==> config.mk <==
export PLATFORM = sky130hd
export DESIGN_NAME = dmac_channel_engine
export DESIGN_NICKNAME = d
export VERILOG_FILES = /design/src/rtl/dmac_channel_engine.sv
export SDC_FILE = /design/constraint.sdc
export NUM_CORES = 1
export LEC_CHECK = 0
export BUFFER_PORTS_ARGS = -buffer_cell sky130_fd_sc_hd__buf_2
export CORE_MARGIN = 4
export CORE_UTILIZATION = 40
export CTS_BUF_LIST = sky130_fd_sc_hd__clkbuf_8
export DETAILED_ROUTE_END_ITERATION = 8
export GPL_TIMING_DRIVEN = 0
export PLACE_DENSITY = 0.68
export SLEW_MARGIN = 5
export SYNTH_ARGS = -nofsm -noshare
export SYNTH_HDL_FRONTEND = slang
export SYNTH_SLANG_ARGS = --single-unit
==> constraint.sdc <==
create_clock -name clk -period 9.4 [get_ports clk]
set_clock_uncertainty 0.15 [all_clocks]
set_input_delay 0.47 -clock clk [delete_from_list [all_inputs] [get_ports clk]]
set_output_delay 0.47 -clock clk [all_outputs]
set_load 0.01 [all_outputs]
==> src/rtl/dmac_channel_engine.sv <==
// DMA channel datapath: source/destination address and beat counters, FWFT FIFO, burst sizing, write strobes.
// Define DMAC_BOUNDARY_SPLIT_EN to break incrementing bursts that would cross a 1 KB boundary into SINGLE beats.
module dmac_channel_engine #(
    parameter int DATA_W     = 32,
    parameter int FIFO_DEPTH = 16,
    parameter int MAX_BURST  = 16
) (
    input  logic                            clk,
    input  logic                            rst,
    input  logic                            cfg_load,
    input  logic [31:0]                     cfg_src,
    input  logic [31:0]                     cfg_dst,
    input  logic [31:0]                     cfg_beats,
    input  logic [4:0]                      cfg_burst,
    input  logic [1:0]                      cfg_hsize,
    input  logic                            cfg_src_inc,
    input  logic                            cfg_dst_inc,
    input  logic                            rd_burst_start,
    input  logic                            wr_burst_start,
    input  logic                            rd_beat,
    input  logic                            wr_beat,
    input  logic [DATA_W-1:0]               r_data,
    output logic [31:0]                     src_addr,
    output logic [31:0]                     dst_addr,
    output logic [2:0]                      rd_hburst,
    output logic [2:0]                      wr_hburst,
    output logic                            rd_burst_last,
    output logic                            wr_burst_last,
    output logic                            rd_done,
    output logic                            wr_done,
    output logic                            rd_space_ok,
    output logic                            wr_data_ok,
    output logic [DATA_W-1:0]               w_data,
    output logic [DATA_W/8-1:0]             w_strb,
    output logic [$clog2(FIFO_DEPTH):0]     fifo_level,
    output logic                            fifo_full,
    output logic                            fifo_empty,
    output logic                            ovf_err,
    output logic                            unf_err
);

    localparam int STRB_W = DATA_W / 8;
    localparam int LANE_W = $clog2(STRB_W);
    localparam int PTR_W  = $clog2(FIFO_DEPTH);
    localparam int LVL_W  = PTR_W + 1;

    logic [4:0]        burst_q;
    logic [1:0]        hsize_q;
    logic              src_inc_q, dst_inc_q;
    logic [31:0]       src_q, dst_q, rd_rem_q, wr_rem_q;
    logic [4:0]        rd_cnt_q, wr_cnt_q;
    logic [2:0]        rd_hb_q, wr_hb_q;

    logic [DATA_W-1:0] mem [FIFO_DEPTH];
    logic [PTR_W-1:0]  rd_ptr_q, wr_ptr_q;
    logic [LVL_W-1:0]  level_q;
    logic              ovf_q, unf_q, byp_q;
    logic [DATA_W-1:0] byp_data_q;

    logic [31:0]       beat_bytes;
    logic [4:0]        rd_len, wr_len;
    logic              rd_cross, wr_cross;
    logic              push, pop, mem_we;
    logic              lane_aligned, size_fits;
    logic [STRB_W-1:0] strb_raw;

    function automatic logic [4:0] norm_burst(input logic [4:0] b);
        if ((b == 5'd4 || b == 5'd8 || b == 5'd16) && int'(b) <= MAX_BURST)
            return b;
        return 5'd1;
    endfunction

    function automatic logic [2:0] hburst_enc(input logic [4:0] len);
        case (len)
            5'd4:    return 3'b011;
            5'd8:    return 3'b101;
            5'd16:   return 3'b111;
            default: return 3'b000;
        endcase
    endfunction

    assign beat_bytes = 32'd1 << hsize_q;

`ifdef DMAC_BOUNDARY_SPLIT_EN
    logic [10:0] span;
    assign span     = 11'(burst_q) << hsize_q;
    assign rd_cross = (11'(src_q[9:0]) + span) > 11'd1024;
    assign wr_cross = (11'(dst_q[9:0]) + span) > 11'd1024;
`else
    assign rd_cross = 1'b0;
    assign wr_cross = 1'b0;
`endif

    // Pending length for the next burst; fixed-address sides never burst
    assign rd_len = (src_inc_q && rd_rem_q >= 32'(burst_q) && !rd_cross) ? burst_q : 5'd1;
    assign wr_len = (dst_inc_q && wr_rem_q >= 32'(burst_q) && !wr_cross) ? burst_q : 5'd1;

    assign rd_done = (rd_rem_q == 32'd0);
    assign wr_done = (wr_rem_q == 32'd0);
    assign push    = rd_beat && !rd_done;
    assign pop     = wr_beat && !wr_done;

    always_ff @(posedge clk or negedge rst) begin
        if (!rst) begin
            burst_q   <= 5'd1;
            hsize_q   <= '0;
            src_inc_q <= 1'b0;
            dst_inc_q <= 1'b0;
            src_q     <= '0;
            dst_q     <= '0;
            rd_rem_q  <= '0;
            wr_rem_q  <= '0;
            rd_cnt_q  <= '0;
            wr_cnt_q  <= '0;
            rd_hb_q   <= '0;
            wr_hb_q   <= '0;
        end else if (cfg_load) begin
            burst_q   <= norm_burst(cfg_burst);
            hsize_q   <= cfg_hsize;
            src_inc_q <= cfg_src_inc;
            dst_inc_q <= cfg_dst_inc;
            src_q     <= cfg_src;
            dst_q     <= cfg_dst;
            rd_rem_q  <= cfg_beats;
            wr_rem_q  <= cfg_beats;
            rd_cnt_q  <= '0;
            wr_cnt_q  <= '0;
            rd_hb_q   <= '0;
            wr_hb_q   <= '0;
        end else begin
            if (push) begin
                if (src_inc_q)
                    src_q <= src_q + beat_bytes;
                rd_rem_q <= rd_rem_q - 32'd1;
            end
            if (pop) begin
                if (dst_inc_q)
                    dst_q <= dst_q + beat_bytes;
                wr_rem_q <= wr_rem_q - 32'd1;
            end
            // A beat coinciding with burst start counts as the burst's first beat
            if (rd_burst_start) begin
                rd_hb_q  <= hburst_enc(rd_len);
                rd_cnt_q <= (push && rd_len != 5'd1) ? rd_len - 5'd2 : rd_len - 5'd1;
            end else if (push && rd_cnt_q != 5'd0) begin
                rd_cnt_q <= rd_cnt_q - 5'd1;
            end
            if (wr_burst_start) begin
                wr_hb_q  <= hburst_enc(wr_len);
                wr_cnt_q <= (pop && wr_len != 5'd1) ? wr_len - 5'd2 : wr_len - 5'd1;
            end else if (pop && wr_cnt_q != 5'd0) begin
                wr_cnt_q <= wr_cnt_q - 5'd1;
            end
        end
    end

    assign fifo_empty = (level_q == '0);
    assign fifo_full  = (level_q == LVL_W'(FIFO_DEPTH));

    // Push+pop on an empty FIFO goes through the bypass register instead of storage
    assign mem_we = !cfg_load && push && (pop ? !fifo_empty : !fifo_full);

    always_ff @(posedge clk) begin
        if (mem_we)
            mem[wr_ptr_q] <= r_data;
    end

    always_ff @(posedge clk or negedge rst) begin
        if (!rst) begin
            rd_ptr_q   <= '0;
            wr_ptr_q   <= '0;
            level_q    <= '0;
            ovf_q      <= 1'b0;
            unf_q      <= 1'b0;
            byp_q      <= 1'b0;
            byp_data_q <= '0;
        end else if (cfg_load) begin
            rd_ptr_q   <= '0;
            wr_ptr_q   <= '0;
            level_q    <= '0;
            ovf_q      <= 1'b0;
            unf_q      <= 1'b0;
            byp_q      <= 1'b0;
        end else begin
            byp_q <= push && pop && fifo_empty;
            if (push && pop && fifo_empty)
                byp_data_q <= r_data;
            case ({push, pop})
                2'b11: begin
                    if (!fifo_empty) begin
                        wr_ptr_q <= wr_ptr_q + PTR_W'(1);
                        rd_ptr_q <= rd_ptr_q + PTR_W'(1);
                    end
                end
                2'b10: begin
                    if (fifo_full) begin
                        ovf_q <= 1'b1;
                    end else begin
                        wr_ptr_q <= wr_ptr_q + PTR_W'(1);
                        level_q  <= level_q + LVL_W'(1);
                    end
                end
                2'b01: begin
                    if (fifo_empty) begin
                        unf_q <= 1'b1;
                    end else begin
                        rd_ptr_q <= rd_ptr_q + PTR_W'(1);
                        level_q  <= level_q - LVL_W'(1);
                    end
                end
                default: ;
            endcase
        end
    end

    assign lane_aligned = (32'(dst_q[LANE_W-1:0]) & (beat_bytes - 32'd1)) == 32'd0;
    assign size_fits    = beat_bytes <= 32'(STRB_W);
    assign strb_raw     = STRB_W'((32'd1 << beat_bytes) - 32'd1) << dst_q[LANE_W-1:0];

    assign src_addr      = src_q;
    assign dst_addr      = dst_q;
    assign rd_hburst     = rd_hb_q;
    assign wr_hburst     = wr_hb_q;
    assign rd_burst_last = (rd_cnt_q == 5'd0);
    assign wr_burst_last = (wr_cnt_q == 5'd0);
    assign rd_space_ok   = (32'(FIFO_DEPTH) - 32'(level_q)) >= 32'(rd_len);
    assign wr_data_ok    = 32'(level_q) >= 32'(wr_len);
    assign w_data        = byp_q ? byp_data_q : (fifo_empty ? '0 : mem[rd_ptr_q]);
    assign w_strb        = (fifo_empty || !lane_aligned || !size_fits) ? '0 : strb_raw;
    assign fifo_level    = level_q;
    assign ovf_err       = ovf_q;
    assign unf_err       = unf_q;

endmodule

* Yosys cells after proc, flatten, opt, wreduce, memory -nomap -nowiden
Memory sizes are Yosys's and may differ from the RTL's.
Cells that the tools add are included.
** Storage, ports and cells
- Flip-flop bits (word level) :: 201
- RAM bits :: 512
- Input port bits :: 144
- Output and inout port bits :: 121
- Word-level logic and storage cells :: 177
- Memories kept :: 1
** Memory list
- mem :: words 16, width 32, read ports 1, clocked after Yosys merged registers in 0, write ports 1, line 54 : logic [DATA_W-1:0] mem [FIFO_DEPTH];
** Cells by class
- Add/subtract/negate cells :: 17
- Order comparisons :: 6
- Equal/unequal tests :: 19
- Shifts and indexed selects :: 3
- Multiplexer cells :: 54
- Bitwise logic cells :: 2
- Reductions and logical operators :: 56
** Operator list (count)
- $mux 32 :: 12
- $ge 32x5->1 :: 3
- $logic_not 32->1 :: 3
- $sub 32x1->32 const B :: 3
- $mux 5 :: 15
- $add 32x32->32 :: 2
- $and 2x32->32 :: 1
- $le 32x3->1 const B :: 1
- $shl 1x2->32 const A :: 1
- $shl 1x32->4 const A :: 1
- $mux 4 :: 7
- $sub 5x1->5 const B :: 5
- $reduce_bool 2->1 :: 11
- $eq 5x5->1 const B :: 4
- $pmux 3 s3 :: 2
- $eq 5x3->1 const B :: 3
- $eq 5x4->1 const B :: 3
- $logic_not 5->1 :: 3
- $logic_and 1x1->1 :: 13
- $mux 1 :: 12
- $mux 3 :: 4
- $reduce_and 2->1 :: 6
- $reduce_bool 3->1 :: 4
- $ne 5x1->1 const B :: 2
- 20 further kinds :: 36

* Longest topological paths before layout
- Depth in word-level cells :: 8
- Depth in mapped cells :: 17
- Mapped depth without buffers :: 16

* Worst setup path after synthesis
No wires, ideal clock.
- Path type :: reg2reg
- Start :: register wr_rem_q[10]
- End :: memory mem[1][0] (enable)
- Library setup time :: 0.513 ns
- Data arrival time :: 5.881 ns
- Data required time :: 8.737 ns
- Setup slack :: 2.856 ns
- Stages on the path, launching flop included :: 9
- Buffers on the path :: 2
- Period minus slack after synthesis :: 6.544 ns
- Cell sequence :: dfrtp_1 > or4_1 > nor4_1 > a31o_2 > buf_2 > mux2i_1 > nand3_1 > clkbuf_1 > nor4b_1
** Between the ends
- Longest elaborated chain between the ends :: 7
** RTL lines
- start: declaration :: line 50 : logic [31:0] src_q, dst_q, rd_rem_q, wr_rem_q;
- start signal: assignment :: line 125 : wr_rem_q <= cfg_beats;
- start signal: assignment :: line 139 : wr_rem_q <= wr_rem_q - 32'd1;
- $logic_not 32->1 :: line 99 : assign wr_done = (wr_rem_q == 32'd0);
- $logic_not 1->1 :: line 101 : assign pop = wr_beat && !wr_done;
- $logic_and 1x1->1 :: line 101
- $mux 1 :: line 161 : assign mem_we = !cfg_load && push && (pop ? !fifo_empty : !fifo_full);
- $logic_and 1x1->1 :: line 161
- $mux 1 :: line 164 : if (mem_we)
- $mux 1 (not written as such) :: line 165 : mem[wr_ptr_q] <= r_data;
- end: declaration :: line 54
Every way passes these cells.

* Worst setup path in the final report
- Start :: register burst_q[4]
- End :: output port wr_data_ok
** Between the ends
- Longest elaborated chain between the ends :: 4
** RTL lines
- start: declaration :: line 47 : logic [4:0] burst_q;
- start signal: assignment :: line 118 : burst_q <= norm_burst(cfg_burst);
- $ge 32x5->1 :: line 96 : assign wr_len = (dst_inc_q && wr_rem_q >= 32'(burst_q) && !wr_cross) ? burst_q : 5'd1;
- $logic_and 1x1->1 :: line 96
- $mux 5 * :: line 96
- $ge 5x5->1 * :: line 227 : assign wr_data_ok = 32'(level_q) >= 32'(wr_len);
- end: declaration :: line 32 : output logic wr_data_ok,
Every way passes the cells marked *; elsewhere a longest branch is shown, timed or not.

==> metrics.md <==
| Metric | Value |
|---|---|
| CP cell instances | `clkbuf_1 > inv_1 > ha_1 > or3_1 > nor4_1 > o211ai_1 > and2_1 > clkbuf_1 > nor2b_1 > inv_1 > ha_1 > nand2b_1 > a21o_1 > a21oi_1 > nor2b_1 > o21ai_0 > nand2b_1 > buf_2` |
| Synthesized flop and latch total | `713` |
| First-pass GRT wire length | `128000 um` |
| Crit path buffers/inverters | `5` |
| Initial core utilization | `0.406` |
| Mean Syn Cell Area | `15.7 sq um` |
| Full die area | `83600 sq um` |
| Period utilization | `0.591` |
| GRT Overall Usage | `0.203` |
| Post-synth top area share | `0.486` |
| Post-DP Area | `34900 sq um` |
| Pwr dens | `207 nW/um^2` |
| Worst Path Arrival | `4.94 ns` |
| Post-synthesis sequential area ratio | `0.646` |
| Vias in the first global route | `21200` |
| Gr ovfl total | `0` |
| Delay-heaviest family, CP | `simple AND/OR/NAND/NOR gates` |
| Area of the core | `77800 sq um` |
| DP Cell Count | `3360` |
| Cells after Synth | `2011` |
| Synth Warn # | `0` |
| Fin area | `38800 sq um` |
| Hold crit path type | `input pin to flop` |
| H-tree depth | `3` |
| Die height | `289 um` |
| Peak VDD IR | `151 uV` |
| NumNets Final | `2782` |
| Status | `finished, final reports clean` |
| CP max FO | `9` |
| Num rows | `102` |
| Yosys top cell by area | `edfxtp_1` |
| Area growth syn-to-layout | `22.7%` |
| Netlist cell types | `77` |
| Number of vias per cell | `5.44` |
| Final TNS setup | `0 ns` |
| Routed len/inst | `22.9 um` |
| Router iterations before antenna repair | `8` |
| Clock Tree Buf Depth | `3` |
| Final hold vios | `0` |
| Post-cts sizing count | `0` |
| RD Place Congestion | `0.904` |
| CP max stage cell | `nor4_1` |
| Clock Sink Count | `713` |
| Die Wd | `289 um` |
| Post-CTS Setup Bufs | `0` |
| Cell leakage power | `0.0141 uW` |
| Startpoint Class | `flop` |
| Max Slew Vio Count | `0` |
| Setup violators final | `0` |
| Worst setup path category | `flop to output pin` |
| Internal reg-to-reg setup slack | `3.90 ns` |
| Post-synth EDFFs | `512` |
| Hold WS | `0.105 ns` |
| Cts bufs inserted | `116` |
| Routed WL | `85400 um` |
| Clock Pin Slew Worst Setup and Hold Paths | `0.06 ns` |
| Via Count | `20300` |
| Top FF cell, synth | `edfxtp_1` |
| Critical Path RT | `8.78 ns` |
| Max stage delay on crit path | `0.50 ns` |
| IO buf count | `263` |
| I/O pin count | `265` |
| Unrepaired setup endpoints after global routing | `no` |
| Area contributors post-synth | `edfxtp_1 49%, dfrtp_1 16%, mux4_2 11%` |
| Largest net degree at the start of global routing | `95` |
| Worst-margin pin slew | `1.23 ns` |
| Worst skew pair latency | `0.76 ns` |
| Syn Nets | `2211` |
| Mapped Area | `31600 sq um` |
| TritonCTS clock tree | `built` |
| Filler-free cell count of the finished design | `3726` |
| Hpwl dp | `58700 um` |
| Critical path endpoint category | `output pin` |
| Fraction of layout cells with a size suffix above 1 | `0.284` |
| Antenna-violating nets left | `0` |
| Max-Cap Viols | `0` |
| Synth async-reset ratio | `0.282` |
| Antenna violations before repair | `4` |
| CTS root buffer | `clkbuf_8` |
| Rel. slew slack | `0.177` |
| DRC viols | `0` |
| Fmax | `180 MHz` |
| Min Tclk post-route | `5.56 ns` |
| DRT iter0 DRCs | `1617` |
-- kinds of logic (layout without fill, tap and decap cells) --
family          count (synthesis)  after routing  synth area share
other cells                     0              3                 0
buf+inv                       150            822            0.0190
simple gates                  463            463            0.0733
xor+xnor                      140            140            0.0388
fa+ha+maj                      56             56            0.0229
flops                         713            713             0.646
mux                           253            253             0.150
compound gates                236            236            0.0500
-- metrics by stage --
stage               utilization  total power [uW]  setup WS, ns
floorplan                     -              4720          2.86
detailed placement        0.448              5310          3.91
global route              0.498              8400          3.51
global placement          0.440              5240         -1.72
finish                    0.498              8040          3.84
CTS                       0.498              8130          3.86
-- state kept, by name (all words and copies together) (netlist names), 5 cells and up --
signal      cells
fifo_level      5
dst_addr       32
burst_q         5
byp_data_q     32
rd_rem_q       32
src_addr       32
wr_cnt_q        5
wr_rem_q       32
mem           512
rd_cnt_q        5
-- placed cells by master, fill, tap and decap left out, types with 8 or more instances in the layout --
cell type and count:
nor2_1 93, buf_1 16, ha_1 53, xnor2_1 84
mux2_4 30, and3_1 11, mux4_2 160, a22o_1 32
nand3_1 50, or3_1 15, inv_1 92, nand4_1 8
dfrtp_1 200, mux2_2 53, clkinv_1 20, mux2i_1 9
nor4_1 23, buf_6 14, a21o_1 8, clkbuf_8 126
or4_1 11, nor2b_1 8, buf_2 264, o21a_1 8
a21oi_1 49, nand2_1 126, clkbuf_1 74, clkinv_2 16
o21ai_0 73, nand2b_1 11, buf_4 23, edfxtp_1 512
xor2_1 56, nor3_1 52, dlygate4sd3_1 143
-- synthesized netlist by cell type, types with 4 or more instances --
cell type  instances
nand3_1           50
nor3_1            55
inv_1             51
clkbuf_1          74
nand2_1          126
o21ai_1            7
o211ai_1           4
mux2_2            53
nor4_1            23
and3_1            15
or3_1             15
buf_6              4
o21bai_1           4
nor2b_1            8
and2_1             7
or4_1             11
ha_1              53
o211ai_2           4
a22o_1            32
xnor2_1           84
mux2i_1            9
o2111ai_1          4
nor4b_1            6
o21ai_0           73
xor2_1            56
dfrtp_1          200
a211oi_1           5
a31oi_1            7
nor2_1            97
edfxtp_1         512
mux2_4            30
and4_1             4
mux4_2           160
buf_1             16
a21o_1             8
nand4_1            8
nand2b_1          11
nand3b_1           4
a21oi_1           49
o21a_1             8
o22ai_1            5
-- path summary, 6_finish.rpt --
path | from | to | cells after the start
max reg2reg | wr_rem_q[11] | mem[2][7] | 11
max | burst_q[4] | wr_data_ok | 18
min | rd_burst_start | rd_cnt_q[4] | 4
min in group asynchronous | rst | wr_rem_q[8] | 3
min reg2reg | ovf_err | ovf_err | 2
max in group asynchronous | rst | dst_addr[14] | 5
-- what timing repair did --
item | 4_1_cts | 5_1_grt
hold buffers | 144 | 0
setup endpoints to repair | 0 | 0
hold endpoints to repair | 775 | 0
-- final cells by class --
class                      instances  area [sq um]
antenna                            3          7.51
buffer                            97           400
clock buffer                     126          1730
clock inverter                    93           686
fill                            6472         39100
inverter                          53           199
multi-input combinational       1148         10700
sequential                       713         20400
tap                             1040          1300
timing repair buffer             453          3370
-- metal layers --
| metal | part of all wire | track usage |
|---|---|---|
| met1 | 0.39 | 0.257 |
| met2 | 0.50 | 0.350 |
| met3 | 0.073 | 0.0414 |
| met4 | 0.031 | 0.0679 |
| met5 | 0.00014 | 0 |
-- worst min-delay path: stages --
cell	delay [ns]
buf_2	0.12
a311o_1	0.26
o31ai_1	0.07
a311oi_1	0.05
-- report_power, final --
part	switching, uW	internal, uW	total (uW)
sequential	142	3550	3690
combinational	822	769	1590
clock	1300	1450	2760
total	2270	5770	8040
Note: power is estimated with default switching activity, not from simulation.
